===== src/rtl/led_pattern_engine_if.sv =====
// Switch/LED bundle between the board inputs and the pattern engine.
interface led_pattern_engine_if #(
    parameter int unsigned WIDTH = 16
);
    logic             speed;
    logic [1:0]       mode;
    logic             pause;
    logic [WIDTH-1:0] led;
    logic             tick;

    modport master (output speed, mode, pause, input led, tick);
    modport slave  (input speed, mode, pause, output led, tick);
endinterface


===== src/rtl/led_pattern_engine.sv =====
// LED bar animator: four patterns stepped by an internal divider at two speeds, with pause.
// led and tick are combinational decodes of the state so a new step is visible right after its edge.
module led_pattern_engine #(
    parameter int unsigned WIDTH    = 16,
    parameter int unsigned FAST_DIV = 25_000_000,
    parameter int unsigned SLOW_DIV = 100_000_000,
    parameter int unsigned CNT_W    = 27
) (
    input logic                  clk,
    input logic                  rst,
    led_pattern_engine_if.slave  bus
);
    localparam int unsigned POS_W  = (WIDTH > 1) ? $clog2(WIDTH) : 1;
    localparam int unsigned FILL_W = $clog2(WIDTH + 1);

    localparam logic [0:0] S_INIT = 1'b0;
    localparam logic [0:0] S_RUN  = 1'b1;

    localparam logic [CNT_W-1:0]  FAST_M1  = CNT_W'(FAST_DIV - 1);
    localparam logic [CNT_W-1:0]  SLOW_M1  = CNT_W'(SLOW_DIV - 1);
    localparam logic [POS_W-1:0]  LAST_POS = POS_W'(WIDTH - 1);
    localparam logic [FILL_W-1:0] FULL     = FILL_W'(WIDTH);
    localparam logic [FILL_W-1:0] FILL_ONE = FILL_W'(1);

    logic [0:0]        state_q, state_d;
    logic [CNT_W-1:0]  cnt_q,   cnt_d;
    logic [POS_W-1:0]  pos_q,   pos_d;
    logic              dir_q,   dir_d;   // 0 = up, 1 = down
    logic [FILL_W-1:0] fill_q,  fill_d;
    logic [1:0]        mode_q,  mode_d;
    logic              speed_q, speed_d;
    logic              first_q, first_d; // first cycle after reset: mode_q/speed_q not yet valid

    logic              mode_chg_c;
    logic              speed_chg_c;
    logic              tick_c;
    logic [CNT_W-1:0]  div_m1_c;
    logic [WIDTH-1:0]  led_c;

    always_ff @(posedge clk or posedge rst) begin
        if (rst) begin
            state_q <= S_INIT;
            cnt_q   <= '0;
            pos_q   <= '0;
            dir_q   <= 1'b0;
            fill_q  <= FILL_ONE;
            mode_q  <= 2'd0;
            speed_q <= 1'b0;
            first_q <= 1'b1;
        end else begin
            state_q <= state_d;
            cnt_q   <= cnt_d;
            pos_q   <= pos_d;
            dir_q   <= dir_d;
            fill_q  <= fill_d;
            mode_q  <= mode_d;
            speed_q <= speed_d;
            first_q <= first_d;
        end
    end

    // Divider, change detection and pattern stepping
    always_comb begin
        state_d = state_q;
        cnt_d   = cnt_q;
        pos_d   = pos_q;
        dir_d   = dir_q;
        fill_d  = fill_q;
        mode_d  = bus.mode;
        speed_d = bus.speed;
        first_d = 1'b0;

        mode_chg_c  = !first_q && (state_q == S_RUN) && (bus.mode != mode_q);
        speed_chg_c = !first_q && (bus.speed != speed_q);
        div_m1_c    = bus.speed ? FAST_M1 : SLOW_M1;
        tick_c      = !bus.pause && !mode_chg_c && !speed_chg_c && (cnt_q >= div_m1_c);

        if (mode_chg_c) begin
            cnt_d  = '0;
            pos_d  = (bus.mode == 2'd1) ? LAST_POS : '0;
            dir_d  = 1'b0;
            fill_d = FILL_ONE;
        end else if (speed_chg_c) begin
            cnt_d = '0;
        end else if (!bus.pause) begin
            if (tick_c) begin
                cnt_d = '0;
                if (state_q == S_INIT) begin
                    state_d = S_RUN;
                    pos_d   = (bus.mode == 2'd1) ? LAST_POS : '0;
                    dir_d   = 1'b0;
                    fill_d  = FILL_ONE;
                end else begin
                    case (mode_q)
                        2'd0: pos_d = (pos_q == LAST_POS) ? '0 : pos_q + POS_W'(1);
                        2'd1: pos_d = (pos_q == '0) ? LAST_POS : pos_q - POS_W'(1);
                        2'd2: begin
                            if (!dir_q) begin
                                pos_d = pos_q + POS_W'(1);
                                if (pos_d == LAST_POS) dir_d = 1'b1;
                            end else begin
                                pos_d = pos_q - POS_W'(1);
                                if (pos_d == '0) dir_d = 1'b0;
                            end
                        end
                        default: fill_d = (fill_q == FULL) ? FILL_ONE : fill_q + FILL_W'(1);
                    endcase
                end
            end else begin
                cnt_d = cnt_q + CNT_W'(1);
            end
        end
    end

    // LED decode: all ones before the first step, then bar fill or one-hot
    always_comb begin
        led_c = '0;
        for (int i = 0; i < int'(WIDTH); i++) begin
            if (state_q == S_INIT) begin
                led_c[i] = 1'b1;
            end else if (mode_q == 2'd3) begin
                led_c[i] = (i < int'(fill_q));
            end else begin
                led_c[i] = (POS_W'(i) == pos_q);
            end
        end
    end

    assign bus.led  = led_c;
    assign bus.tick = tick_c;
endmodule


===== src/flat_wrapper.sv =====
// flat-port wrapper written by rule: the top's interface ports become plain ports
module led_pattern_engine_flat 
#(
    parameter int unsigned WIDTH    = 16,
    parameter int unsigned FAST_DIV = 25_000_000,
    parameter int unsigned SLOW_DIV = 100_000_000,
    parameter int unsigned CNT_W    = 27
)
  (clk, rst, bus_speed, bus_mode, bus_pause, bus_led, bus_tick);
  led_pattern_engine_if #(.WIDTH(WIDTH)) bus_i ();
  input logic clk;
  input logic rst;
  input wire logic [$bits(bus_i.speed)-1:0] bus_speed;
  input wire logic [$bits(bus_i.mode)-1:0] bus_mode;
  input wire logic [$bits(bus_i.pause)-1:0] bus_pause;
  output wire logic [$bits(bus_i.led)-1:0] bus_led;
  output wire logic [$bits(bus_i.tick)-1:0] bus_tick;
  assign bus_i.speed = bus_speed;
  assign bus_i.mode = bus_mode;
  assign bus_i.pause = bus_pause;
  assign bus_led = bus_i.led;
  assign bus_tick = bus_i.tick;
  led_pattern_engine #(.WIDTH(WIDTH), .FAST_DIV(FAST_DIV), .SLOW_DIV(SLOW_DIV), .CNT_W(CNT_W)) u_core (.clk(clk), .rst(rst), .bus(bus_i));
endmodule

===== config.mk =====
export PLATFORM = sky130hd
export DESIGN_NAME = led_pattern_engine_flat
export DESIGN_NICKNAME = d
export VERILOG_FILES = /design/src/rtl/led_pattern_engine_if.sv /design/src/rtl/led_pattern_engine.sv /design/src/flat_wrapper.sv
export SDC_FILE = /design/constraint.sdc
export NUM_CORES = 1
export LEC_CHECK = 0
export CORE_MARGIN = 2
export CORE_UTILIZATION = 40
export CTS_CLUSTER_SIZE = 30
export DETAILED_ROUTE_END_ITERATION = 16
export PLACE_DENSITY = 0.56
export SLEW_MARGIN = 0
export SYNTH_ARGS = -nofsm -noshare
export SYNTH_HDL_FRONTEND = slang
export SYNTH_SLANG_ARGS = --single-unit

===== constraint.sdc =====
create_clock -name clk -period 4.4 [get_ports clk]
set_input_delay 0.66 -clock clk [delete_from_list [all_inputs] [get_ports clk]]
set_output_delay 0.66 -clock clk [all_outputs]
set_load 0.05 [all_outputs]

==> impl_results.md, run 1 <==
* Pre-antenna DRT Iters at 4
* Final net count at between 400 and 500
* Crit. End Element: output pin
* Vias in the first global route at between 2000 and 3000
* PD cells at 331 nW/µm²
* Fin Setup TNS at 0 ns
* Switching share of power at 0.410
* Top fanout value on the critical path at 8
* # setup viols final at 0
* Critical path buffers and inverters at 3
* Slew @ Worst Pin at roughly 0.79 ns
* Vias/cell at roughly 5.7
* Fin. max-slew vios at 0
* Worst path required time at around 3.7 ns
* Filler cells at about 800
* Syn avg cell area at 8.55 µm²
* Gpl congestion at around 0.87
* Slowest cell delay on critical path at ~0.70 ns
* Max Root-Sink Buffers at 2
* Achievable Freq at 259 MHz
* Worst Skew at 0.00646 ns
* Yosys cell types at 62
* CP top delay family: buffers and inverters
* Seq pwr share at 0.398
* DP HPWL at 5600 µm
* I/O pins at 23
* Starting DRC count in detailed routing at 115
* Layout area overhead at 12.0%
* Syn Inst Count at 375
* Min-Delay Path Class: register to register
* Combinational share of power at 0.380
* Post-synth EDFFs at 0
* Post-CTS Hold Buffers at 0
* Top post-synthesis cells by area: dfrtp_1 (31%), ha_1 (7.8%), nand2_1 (4.6%), nor2_1 (4.4%), xnor2_1 (4.4%)
* Die H at 93.5 µm
* Clock power share at 0.222
* Reg clk slew, reported paths at around 0.080 ns
* Antenna cells at 0
* Setup Buffers After CTS at 0
* Slowest-stage cell, CP: clkdlybuf4s50_1
* Placed Area at 3500 µm²
* Initial antenna violation count at 0
* Post-synthesis sequential area ratio at 0.329
* Drt total wl at roughly 7700 µm
* Clk_lat worst skew at around 0.30 ns
* Post-synth top flop: dfrtp_1
* Reg area at ~1100 µm²
* Fraction of layout cells with a size suffix above 1 at 0.0870
* Pint at between 700 and 800 µW
* Psw at 487 µW
* Commonest non-fill, non-tap cell in the layout: dfrtp_1
* Commonest non-fill, non-tap cells in the layout: dfrtp_1 (40), nand2_1 (39), nor2_1 (38)
* # rows at 32
* Core Footprint at just under 8000 µm²
* Yosys reg bits at 42
* Fin crit share at 0.879
* Area of the multi-input gates at between 2000 and 2500 µm²
* Avg WL per Cell at ~16 µm
* Root buffer selected by CTS: clkbuf_8
* Max Cap Viol at 0
* Initial core utilization at 0.413
* H-tree depth at 2
* Status: completed
* Global-route wire length before repair at between 10000 and 15000 µm
* GRT overflow at 0
* DRC viols at 0
* Clock Sink Count at 42
* Port Buffers at 22
* Max_slew headroom at 0.470
* Final ANT Viol Nets at 0
* Worst IR Drop VDD at between 100 and 150 µV
* Critical path arrival at about 3.2 ns
* Largest net degree at the start of global routing at 43
* Final instance area at roughly 3600 µm²
* CTS tree: built
* Cell Area, Synth at around 3200 µm²
* Total number of vias at roughly 2800
* Area leader, netlist: dfrtp_1
* Syn_nets at between 400 and 500
* FFs w/ async S/R, synth at 1.00
* Tot GR Track Use at 0.192
* Crit start category: primary input
* Unrepaired setup endpoints after global routing: false
* CP Class: primary input to output pin
* Share of the synthesized area in the top cell type at 0.312
* CTS Buf Count at 5
* Crit-path cells: clkdlybuf4s50_1, inv_1, ha_1, nand2_1, nor4_1, o31ai_2, a21o_2, nor3_1, buf_12
* Die Span X at between 90 and 100 µm
* Die ar. at between 8000 and 9000 µm²
* Yosys Warn Count at 0
* Resized Gates After CTS at 0
* Lkg Pwr at 0.00150 µW
* Final-report hold violation count at 0
* Min Tclk post-route at a little under 4 ns
[layer usage]
layer	wire, µm	up-vias	track usage
li1	-	1394	-
met1	3480	1352	0.237
met2	3890	66	0.346
met3	297	7	0.0290
met4	70	0	0.0531
met5	0	-	0
[flip-flops by register name, indices dropped and copies added (netlist names)]
signal	count
u_core.speed_q	1
u_core.dir_q	1
u_core.cnt_q	27
u_core.fill_q	5
u_core.pos_q	4
u_core.mode_q	2
u_core.state_q	1
u_core.first_q	1
[Yosys cell counts (all sizes together), types with 3 or more instances]
cell type	number
dfrtp	40
nand2	39
nor2	38
ha	20
nand3	20
o21ai	19
inv	18
a21oi	16
xnor2	16
a31oi	14
nor3	11
clkbuf	10
a21o	9
and3	8
nor3b	7
o211ai	7
buf	6
nor4	6
a211oi	4
a221o	4
nand4	4
o22ai	4
o31ai	4
a211o	3
and2	3
and4	3
mux2	3
mux2i	3
nand2b	3
or3	3
xor2	3
[power groups by stage]
stage	Clock, µW	Sequential (µW)	Combinational [µW]
2_1_floorplan	0	432	377
3_3_place_gp	0	478	448
3_5_place_dp	0	480	451
4_1_cts	274	472	453
5_1_grt	284	482	498
6_report	264	473	452
[layout make-up]
cell class	instances	share of cell area
Multi-Input combinational cell	298	0.558
Sequential cell	42	0.293
Timing Repair Buffer	24	0.0683
Tap cell	102	0.0355
Clock buffer	7	0.0240
Inverter	19	0.0199
Clock inverter	1	0.00139
[cell families after synthesis]
| family | Yosys count | share of synthesized area |
|---|---|---|
| buffers and inverters | 35 | 0.0468 |
| XOR/XNOR | 19 | 0.0519 |
| AO/OA/AOI/OAI | 98 | 0.226 |
| adder cells (fa/ha/maj) | 20 | 0.0780 |
| AND/OR/NAND/NOR | 154 | 0.244 |
| multiplexers | 6 | 0.0234 |
| other | 1 | 0.00117 |
| flip-flops | 42 | 0.329 |
[through the flow]
stage / instances / utilization / total power (µW) / worst slack, ns / hold WS (ns)
after floorplan: 375 / - / 808 / 0.935 / 0.486
after global placement: 485 / 0.451 / 926 / 0.597 / 0.545
after detailed placement: 485 / 0.451 / 931 / 0.504 / 0.534
after CTS: 493 / 0.462 / 1200 / 0.494 / 0.551
after global routing: 493 / 0.462 / 1260 / 0.358 / 0.594
final: 493 / 0.462 / 1190 / 0.532 / 0.558
[worst paths after layout]
check | start | depth (start not counted) | slack (ns) | endpoint
max | bus_speed | 9 | 0.53 | bus_tick
min | u_core.cnt_q[25] | 1 | 0.56 | u_core.cnt_q[25]
max reg2reg | u_core.cnt_q[7] | 7 | 1.90 | u_core.cnt_q[22]
min reg2reg | u_core.cnt_q[25] | 1 | 0.56 | u_core.cnt_q[25]
max in group asynchronous | rst | 3 | 3.21 | u_core.fill_q[0]
min in group asynchronous | rst | 3 | 0.79 | u_core.pos_q[0]
(Power assumes the default switching activity.)
==> run 2: changes to the inputs <==
--- a/config.mk
+++ b/config.mk
@@ -10,6 +10,7 @@
 export CTS_CLUSTER_SIZE = 30
 export DETAILED_ROUTE_END_ITERATION = 16
 export PLACE_DENSITY = 0.56
+export SKIP_LAST_GASP = 1
 export SLEW_MARGIN = 0
 export SYNTH_ARGS = -nofsm -noshare
 export SYNTH_HDL_FRONTEND = slang
==> results of run 2 <==
No change in the layout: final DEF, timing and power equal those of run 1.
==> run 3: changes to the inputs <==
--- a/config.mk
+++ b/config.mk
@@ -7,8 +7,9 @@
 export LEC_CHECK = 0
 export CORE_MARGIN = 2
 export CORE_UTILIZATION = 40
-export CTS_CLUSTER_SIZE = 30
+export CTS_CLUSTER_SIZE = 20
 export DETAILED_ROUTE_END_ITERATION = 16
+export HOLD_SLACK_MARGIN = 0.03
 export PLACE_DENSITY = 0.56
 export SKIP_LAST_GASP = 1
 export SLEW_MARGIN = 0
==> results of run 3 <==
No change in the layout: final DEF, timing and power equal those of run 1.
